--- config.mk ---
export PLATFORM = sky130hd
export DESIGN_NAME = blowfish128_ffunc_arbiter
export DESIGN_NICKNAME = d
export VERILOG_FILES = /design/src/rtl/blowfish128_pkg.sv /design/src/rtl/blowfish128_rr_pick.sv /design/src/rtl/blowfish128_ffunc_arbiter.sv
export SDC_FILE = /design/constraint.sdc
export NUM_CORES = 1
export LEC_CHECK = 0
export ABC_AREA = 1
export BUFFER_PORTS_ARGS = -buffer_cell sky130_fd_sc_hd__buf_4
export CAP_MARGIN = 20
export CORE_MARGIN = 4
export CORE_UTILIZATION = 50
export DETAILED_ROUTE_END_ITERATION = 8
export GPL_TIMING_DRIVEN = 0
export PLACE_DENSITY = 0.85
export SLEW_MARGIN = 20
export SYNTH_ARGS = -nofsm -noshare
export SYNTH_HDL_FRONTEND = slang
export SYNTH_SLANG_ARGS = --single-unit
--- constraint.sdc ---
create_clock -name Clk -period 2.59 [get_ports Clk]
set_input_delay 0.259 -clock Clk [delete_from_list [all_inputs] [get_ports Clk]]
set_output_delay 0.259 -clock Clk [all_outputs]
set_load 0.05 [all_outputs]
--- src/rtl/blowfish128_pkg.sv ---
// Shared types and widths for the blowfish128 F-function handshake and its arbiter.
package blowfish128_pkg;

    localparam int FFUNC_W      = 64;
    localparam int FFUNC_HALF_W = FFUNC_W / 2;

    typedef enum logic [1:0] {
        IDLE,
        BUSY,
        DONE
    } ffunc_arb_state_t;

endpackage

--- src/rtl/blowfish128_rr_pick.sv ---
// Combinational round-robin picker: first requesting index after last_grant, wrapping.
module blowfish128_rr_pick
    import blowfish128_pkg::*;
#(
    parameter int NUM_REQ = 2,
    localparam int IDX_W  = $clog2(NUM_REQ)
) (
    input  logic [NUM_REQ-1:0] req,
    input  logic [IDX_W-1:0]   last_grant,
    output logic               valid,
    output logic [IDX_W-1:0]   index
);

    logic found;

    // Scan starts one past last_grant so the previous winner has lowest priority.
    always_comb begin
        valid = |req;
        index = '0;
        found = 1'b0;
        for (int k = 1; k <= NUM_REQ; k++) begin
            if (!found && req[(int'(last_grant) + k) % NUM_REQ]) begin
                index = IDX_W'((int'(last_grant) + k) % NUM_REQ);
                found = 1'b1;
            end
        end
    end

endmodule

--- src/rtl/blowfish128_ffunc_arbiter.sv ---
// Round-robin arbiter sharing one blowfish128_ffunc between NUM_REQ requesters.
// Optional watchdog compiled in with BLOWFISH128_ARB_TIMEOUT_EN.
module blowfish128_ffunc_arbiter
    import blowfish128_pkg::*;
#(
    parameter int NUM_REQ        = 2,
    parameter int TIMEOUT_CYCLES = 64,
    localparam int IDX_W         = $clog2(NUM_REQ)
) (
    input  logic                       Clk,
    input  logic                       RstN,
    input  logic [NUM_REQ-1:0]         req_enable,
    input  logic [NUM_REQ*FFUNC_W-1:0] req_X,
    output logic [FFUNC_W-1:0]         req_Y,
    output logic [NUM_REQ-1:0]         req_ready,
    output logic [IDX_W-1:0]           grant_id,
    output logic                       timeout_err,
    output logic                       ffunc_enable,
    output logic [FFUNC_W-1:0]         ffunc_X,
    input  logic [FFUNC_W-1:0]         ffunc_Y,
    input  logic                       ffunc_ready
);

    ffunc_arb_state_t state, state_next;
    logic [IDX_W-1:0]   last_grant;
    logic [FFUNC_W-1:0] x_reg;
    logic [FFUNC_W-1:0] y_reg;
    logic               pick_valid;
    logic [IDX_W-1:0]   pick_idx;
    logic               timed_out;

    blowfish128_rr_pick #(
        .NUM_REQ(NUM_REQ)
    ) u_pick (
        .req       (req_enable),
        .last_grant(last_grant),
        .valid     (pick_valid),
        .index     (pick_idx)
    );

`ifdef BLOWFISH128_ARB_TIMEOUT_EN
    localparam int TO_W = $clog2(TIMEOUT_CYCLES + 1);
    logic [TO_W-1:0] to_cnt;
    logic            err_reg;

    // Counter restarts on every grant and only advances while the F-function is busy.
    always_ff @(posedge Clk) begin
        if (!RstN) begin
            to_cnt  <= '0;
            err_reg <= 1'b0;
        end else if (state == IDLE && pick_valid) begin
            to_cnt <= '0;
        end else if (state == BUSY) begin
            to_cnt <= to_cnt + TO_W'(1);
            if (timed_out && !ffunc_ready)
                err_reg <= 1'b1;
        end
    end

    assign timed_out   = (state == BUSY) && (to_cnt == TO_W'(TIMEOUT_CYCLES));
    assign timeout_err = err_reg;
`else
    logic unused_timeout;
    assign unused_timeout = |TIMEOUT_CYCLES;
    assign timed_out      = 1'b0;
    assign timeout_err    = 1'b0;
`endif

    always_ff @(posedge Clk) begin
        if (!RstN)
            state <= IDLE;
        else
            state <= state_next;
    end

    always_comb begin
        state_next = state;
        case (state)
            IDLE: if (pick_valid) state_next = BUSY;
            BUSY: if (ffunc_ready || timed_out) state_next = DONE;
            DONE: state_next = IDLE;
            default: state_next = IDLE;
        endcase
    end

    // A real result takes precedence over a watchdog expiry in the same cycle.
    always_ff @(posedge Clk) begin
        if (!RstN) begin
            last_grant <= IDX_W'(NUM_REQ - 1);
            grant_id   <= '0;
            x_reg      <= '0;
            y_reg      <= '0;
        end else begin
            case (state)
                IDLE: begin
                    if (pick_valid) begin
                        grant_id <= pick_idx;
                        x_reg    <= req_X[int'(pick_idx)*FFUNC_W +: FFUNC_W];
                    end
                end
                BUSY: begin
                    if (ffunc_ready) begin
                        y_reg      <= ffunc_Y;
                        last_grant <= grant_id;
                    end else if (timed_out) begin
                        y_reg      <= '0;
                        last_grant <= grant_id;
                    end
                end
                default: ;
            endcase
        end
    end

    // Outputs decode registered state only, so no input reaches an output combinationally.
    always_comb begin
        ffunc_enable = 1'b0;
        ffunc_X      = '0;
        req_ready    = '0;
        req_Y        = '0;
        case (state)
            BUSY: begin
                ffunc_enable = 1'b1;
                ffunc_X      = x_reg;
            end
            DONE: begin
                req_ready[grant_id] = 1'b1;
                req_Y               = y_reg;
            end
            default: ;
        endcase
    end

endmodule

# ---- Word-level counts from Yosys, hierarchy flattened
# Index checks and enable logic that the tools add are counted.
dict set report totals {
  register_bits 132
  inputBits 197
  output_inout_bits 133
  elab_cells 44
}
dict set report classes {
  addsub 2
  magnitude_cmp 4
  eq_ne 4
  n_shift 1
  mux 18
  bitwise 2
  reduce_logical 8
}
# operator n
set op_table {}
lappend op_table {{$mux 64} 2}
lappend op_table {{$shiftx 128x8->64} 1}
lappend op_table {{$mux 1} 11}
lappend op_table {{$lt 2x3->1 const B} 2}
lappend op_table {{$mux 2} 3}
lappend op_table {{$reduce_and 2->1} 3}
lappend op_table {{$ne 2x2->1 const B} 2}
lappend op_table {{$pmux 2 s2} 1}
lappend op_table {{$add 1x1->1 const B} 2}
lappend op_table {{$and 1x1->1 const A} 2}
lappend op_table {{$eq 2x1->1 const B} 1}
lappend op_table {{$eq 2x2->1 const B} 1}
lappend op_table {{$logic_and 1x1->1} 2}
lappend op_table {{$logic_not 2->1} 1}
lappend op_table {{$lt 1x2->1 const B} 1}
lappend op_table {{$reduce_or 2->1} 1}
lappend op_table {{$demux 1 s1} 1}
lappend op_table {{$ge 1x1->1 const B} 1}
lappend op_table {{$logic_not 1->1} 1}

# ---- Longest topological paths before layout
dict set report logic_depth {
  ltp_word 10
  depth_mapped 8
  depth_no_buf 6
}

# ---- Hierarchy
# A second synthesis with hierarchy kept.
dict set report hier_totals {
  hier_cells 1191
  hier_area_um2 6816.5
}
# module instances cells_per_inst area_per_inst_um2 seq_area_each_um2
set modules_own_cells {}
lappend modules_own_cells {blowfish128_ffunc_arbiter 1 1188 6801.5 2642.5}
lappend modules_own_cells {blowfish128_rr_pick 1 3 15.0 0.0}

# ---- Least setup slack after synthesis
# Ideal clock, no wire load.
dict set report synth_path {
  path_kind {flip-flop to output port}
  start {register state[0]}
  end {output port req_Y[23]}
  arrival_ns 1.421
  required_time_ns 2.331
  path_slack_ns 0.910
  path_stages_with_launch 6
  path_buffers 2
  cell_sequence {dfxtp_1 inv_1 nand2_1 buf_2 buf_2 nor2_1}
}
dict set report synth_between {
  elab_chain_cells 2
}
# item line
set synth_lines {}
lappend synth_lines {{start: declaration} blowfish128_ffunc_arbiter.sv:24} ;# ffunc_arb_state_t state, state_next;
lappend synth_lines {{start signal: assignment} blowfish128_ffunc_arbiter.sv:73} ;# state <= state_next;
lappend synth_lines {{$eq 2x2->1} blowfish128_ffunc_arbiter.sv:121} ;# case (state)
lappend synth_lines {{$mux 64} blowfish128_ffunc_arbiter.sv:121}
lappend synth_lines {{end: declaration} blowfish128_ffunc_arbiter.sv:14} ;# output logic [FFUNC_W-1:0] req_Y,
# Every way passes these cells.

# ---- Final worst setup path
dict set report layout_path {
  start {register state[1]}
  end {output port ffunc_X[30]}
}
dict set report layout_between {
  elab_chain_cells 2
}
# item line
set layout_lines {}
lappend layout_lines {{$eq 2x1->1} blowfish128_ffunc_arbiter.sv:121}
lappend layout_lines {{$mux 64} blowfish128_ffunc_arbiter.sv:121}
lappend layout_lines {{end: declaration} blowfish128_ffunc_arbiter.sv:19} ;# output logic [FFUNC_W-1:0] ffunc_X,
# Every way passes these cells.

==> summary.txt <==
Outcome
  • Outcome: finished, final reports clean

Floorplan
  • Starting Density: 50.9%
  • Die area: approximately 0.016 mm2
  • Core area: 0.0139 mm2
  • Die Span Y: 127 um
  • Die extent in x: around 130 um
  • Core Rows: 43
  • IO Pins: 330

Clock tree
  • Clock sinks: 132
  • Post_cts resized: 0
  • Largest buffer count on any clock path: 2
  • Total CTS buffers: 17
  • Clk_lat worst skew: 0.41 ns
  • CTS HTree Levels: 4
  • CTS Hold Bufs: 0
  • Buffer count from post-CTS setup fixing: 0
  • Root Driver: clkbuf_16
  • TritonCTS clock tree: built
  • Clk slew on worst S/H paths: 0.06 ns

Yosys
  • Synth Flop Type: dfxtp_1
  • Netlist Area Pre-Place: 0.00707 mm2
  • Most frequent cell after synthesis: nor2_1
  • Ranking of synthesized cells by area: dfxtp_1 (37%), nor2_1 (24%), nand2_1 (14%)
  • Yosys warning total: 0
  • EDFF count, synth: 0
  • Synth area leader: dfxtp_1
  • Ys async rst share: 0%
  • Synth top area share: about 37%
  • Mapped Avg Cell Area: between 5 and 6 um2
  • Sequential share of the synthesized area: 37.4%
  • Mapped Cells: roughly 1200
  • Seq cells post-synth: 132
  • Cell variety after synth: 21
  • Net Count, Synth: 1388
  • List of most frequent post-synthesis cells: nor2_1 (449), nand2_1 (263), inv_1 (197)

Worst setup path
  • Critical path type: reg2out
  • Crit end category: output port
  • Crit path DAT: 1.80 ns
  • Top fanout value on the critical path: 10
  • Crit Reg-Reg Endpoint: x_reg[63]
  • Crit start category: flip-flop
  • Worst setup path startpoint: state[1]
  • RR Startpoint: state[0]
  • Required @ worst endpoint: approximately 2.3 ns
  • R2R setup slack: 1.25 ns
  • Reg2reg path depth: 7
  • Crit path capture: ffunc_X[30]

Layout
  • Nets@finish: around 1700
  • Layout cells sized above 1: 27.3%
  • Final Core Density: 74.8%
  • Layout area overhead: 46.8%
  • Inserted Diodes: 0

Drt
  • TritonRoute pass-1 iters: 5
  • Drt total wl: between 20 and 25 mm
  • Total number of vias: around 7800
  • ANT nets after route: 0
  • Vias per cell: 4.53
  • DR DRC count: 0
  • Starting DRT DRC Count: 454
  • Wirelength per Cell: 13.0 um

Power
  • Static leakage: ~5.7 nW
  • Internal Pwr Total: 4.51 mW
  • Comb power frac: 24.1%
  • Power Dens Cells: slightly above 600 mW/mm2
  • Clock share of power: 39.7%
  • Sw Pwr: 1.84 mW
  • Final Power: 6.34 mW
  • Maximum vdd drop: 429 uV
  • Sw frac: 29.0%
  • Sequential share of power: 36.2%

Global route
  • GR Util All Layers: 27.2%
  • First-pass GRT wire length: roughly 35 mm
  • Initial antenna violation count: 0
  • Vias in the first global route: 7572
  • Overflow after GRT: 0
  • Largest net degree at the start of global routing: 17

STA
  • Final hold viol count: 0
  • Post-Route Setup TNS: 0 ns
  • Final setup fails: 0
  • Period utilization: 79.4%
  • Final Max Tran Viols: 0
  • RSZ-0062 raised after global routing: no
  • Final worst clock skew: 0.00490 ns
  • Max Clk Rate: a little under 0.5 GHz
  • Fin crit period: 2.06 ns

Min path
  • HP Class: in2reg

Placement
  • RD Place Congestion: 0.885
  • Hpwl dp: ~17 mm
  • I/O Buffers: 327

Job
  • MaxCap Viol Count: 0
## worst min path at each step
stage,slack (ns),from,cells past startpoint,end
floorplan,0.39,ffunc_Y[54],2,y_reg[54]
global placement,0.44,last_grant,2,last_grant
detailed placement,0.45,last_grant,2,last_grant
CTS,0.06,ffunc_Y[36],3,y_reg[36]
global route,0.06,ffunc_Y[39],3,y_reg[39]
finish,0.07,ffunc_Y[54],3,y_reg[54]
## critical path, stage by stage (launching register included)
cell and delay (ns):
dfxtp_1 0.38, inv_2 0.06, nand2_2 0.11, buf_2 0.27, buf_2 0.29, nor2_1 0.09, buf_4 0.20
## cells by family (layout without fill, tap and decap cells)
group | Yosys count | count (layout) | share of synthesized area (%)
buffers and inverters | 269 | 628 | 18.9
and+or+nand+nor | 722 | 722 | 38.9
AOI/OAI and AO/OA | 67 | 67 | 4.80
other | 1 | 1 | 0.0530
DFF | 132 | 132 | 37.4
## cells in the final DEF, fill, tap and decap left out, types with 4 or more instances in the layout
| cell type | instances |
|---|---|
| nor2_1 | 449 |
| buf_6 | 21 |
| buf_4 | 335 |
| buf_12 | 7 |
| clkbuf_16 | 17 |
| inv_1 | 197 |
| dfxtp_1 | 132 |
| clkbuf_1 | 15 |
| buf_2 | 18 |
| nand2_1 | 263 |
| nor2_2 | 4 |
| clkbuf_8 | 6 |
| o21ai_0 | 28 |
| o21ai_1 | 36 |
## power groups by stage
stage / clock [mW] / combinational, mW / sequential, mW
5_1_grt: 2.66 / 1.70 / 2.31
3_3_place_gp: 0 / 1.50 / 2.33
2_1_floorplan: 0 / 1.01 / 2.32
6_report: 2.52 / 1.53 / 2.29
3_5_place_dp: 0 / 1.53 / 2.33
4_1_cts: 2.55 / 1.54 / 2.29
## metal layers
| metal | GRT usage [%] | part of all wire, % | vias up |
|---|---|---|---|
| li1 | - | - | 4096 |
| met1 | 29.5 | 39 | 3422 |
| met2 | 49.4 | 50 | 282 |
| met3 | 8.55 | 8.9 | 43 |
| met4 | 9.78 | 2.5 | 0 |
| met5 | 0 | 0 | - |
## per-stage QoR
step / instances / setup WS (ns) / cell area [um2] / hold WS (ns)
floorplan: 1191 / 0.910 / 7070 / 0.394
global placement: 1698 / 0.986 / 9750 / 0.444
detailed placement: 1698 / 0.965 / 9750 / 0.451
CTS: 1730 / 0.519 / 10400 / 0.0555
global route: 1730 / 0.415 / 10400 / 0.0616
finish: 1730 / 0.533 / 10400 / 0.0706
## final cells by class
class | instances | area, um2
sequential | 132 | 2640
clock buffer | 24 | 512
buffer | 70 | 587
timing repair buffer | 327 | 2450
clock inverter | 8 | 120
multi-input combinational | 790 | 3090
fill | 1159 | 3500
inverter | 199 | 747
tap | 180 | 225
No activity file was read; power rests on OpenSTA's default activity.
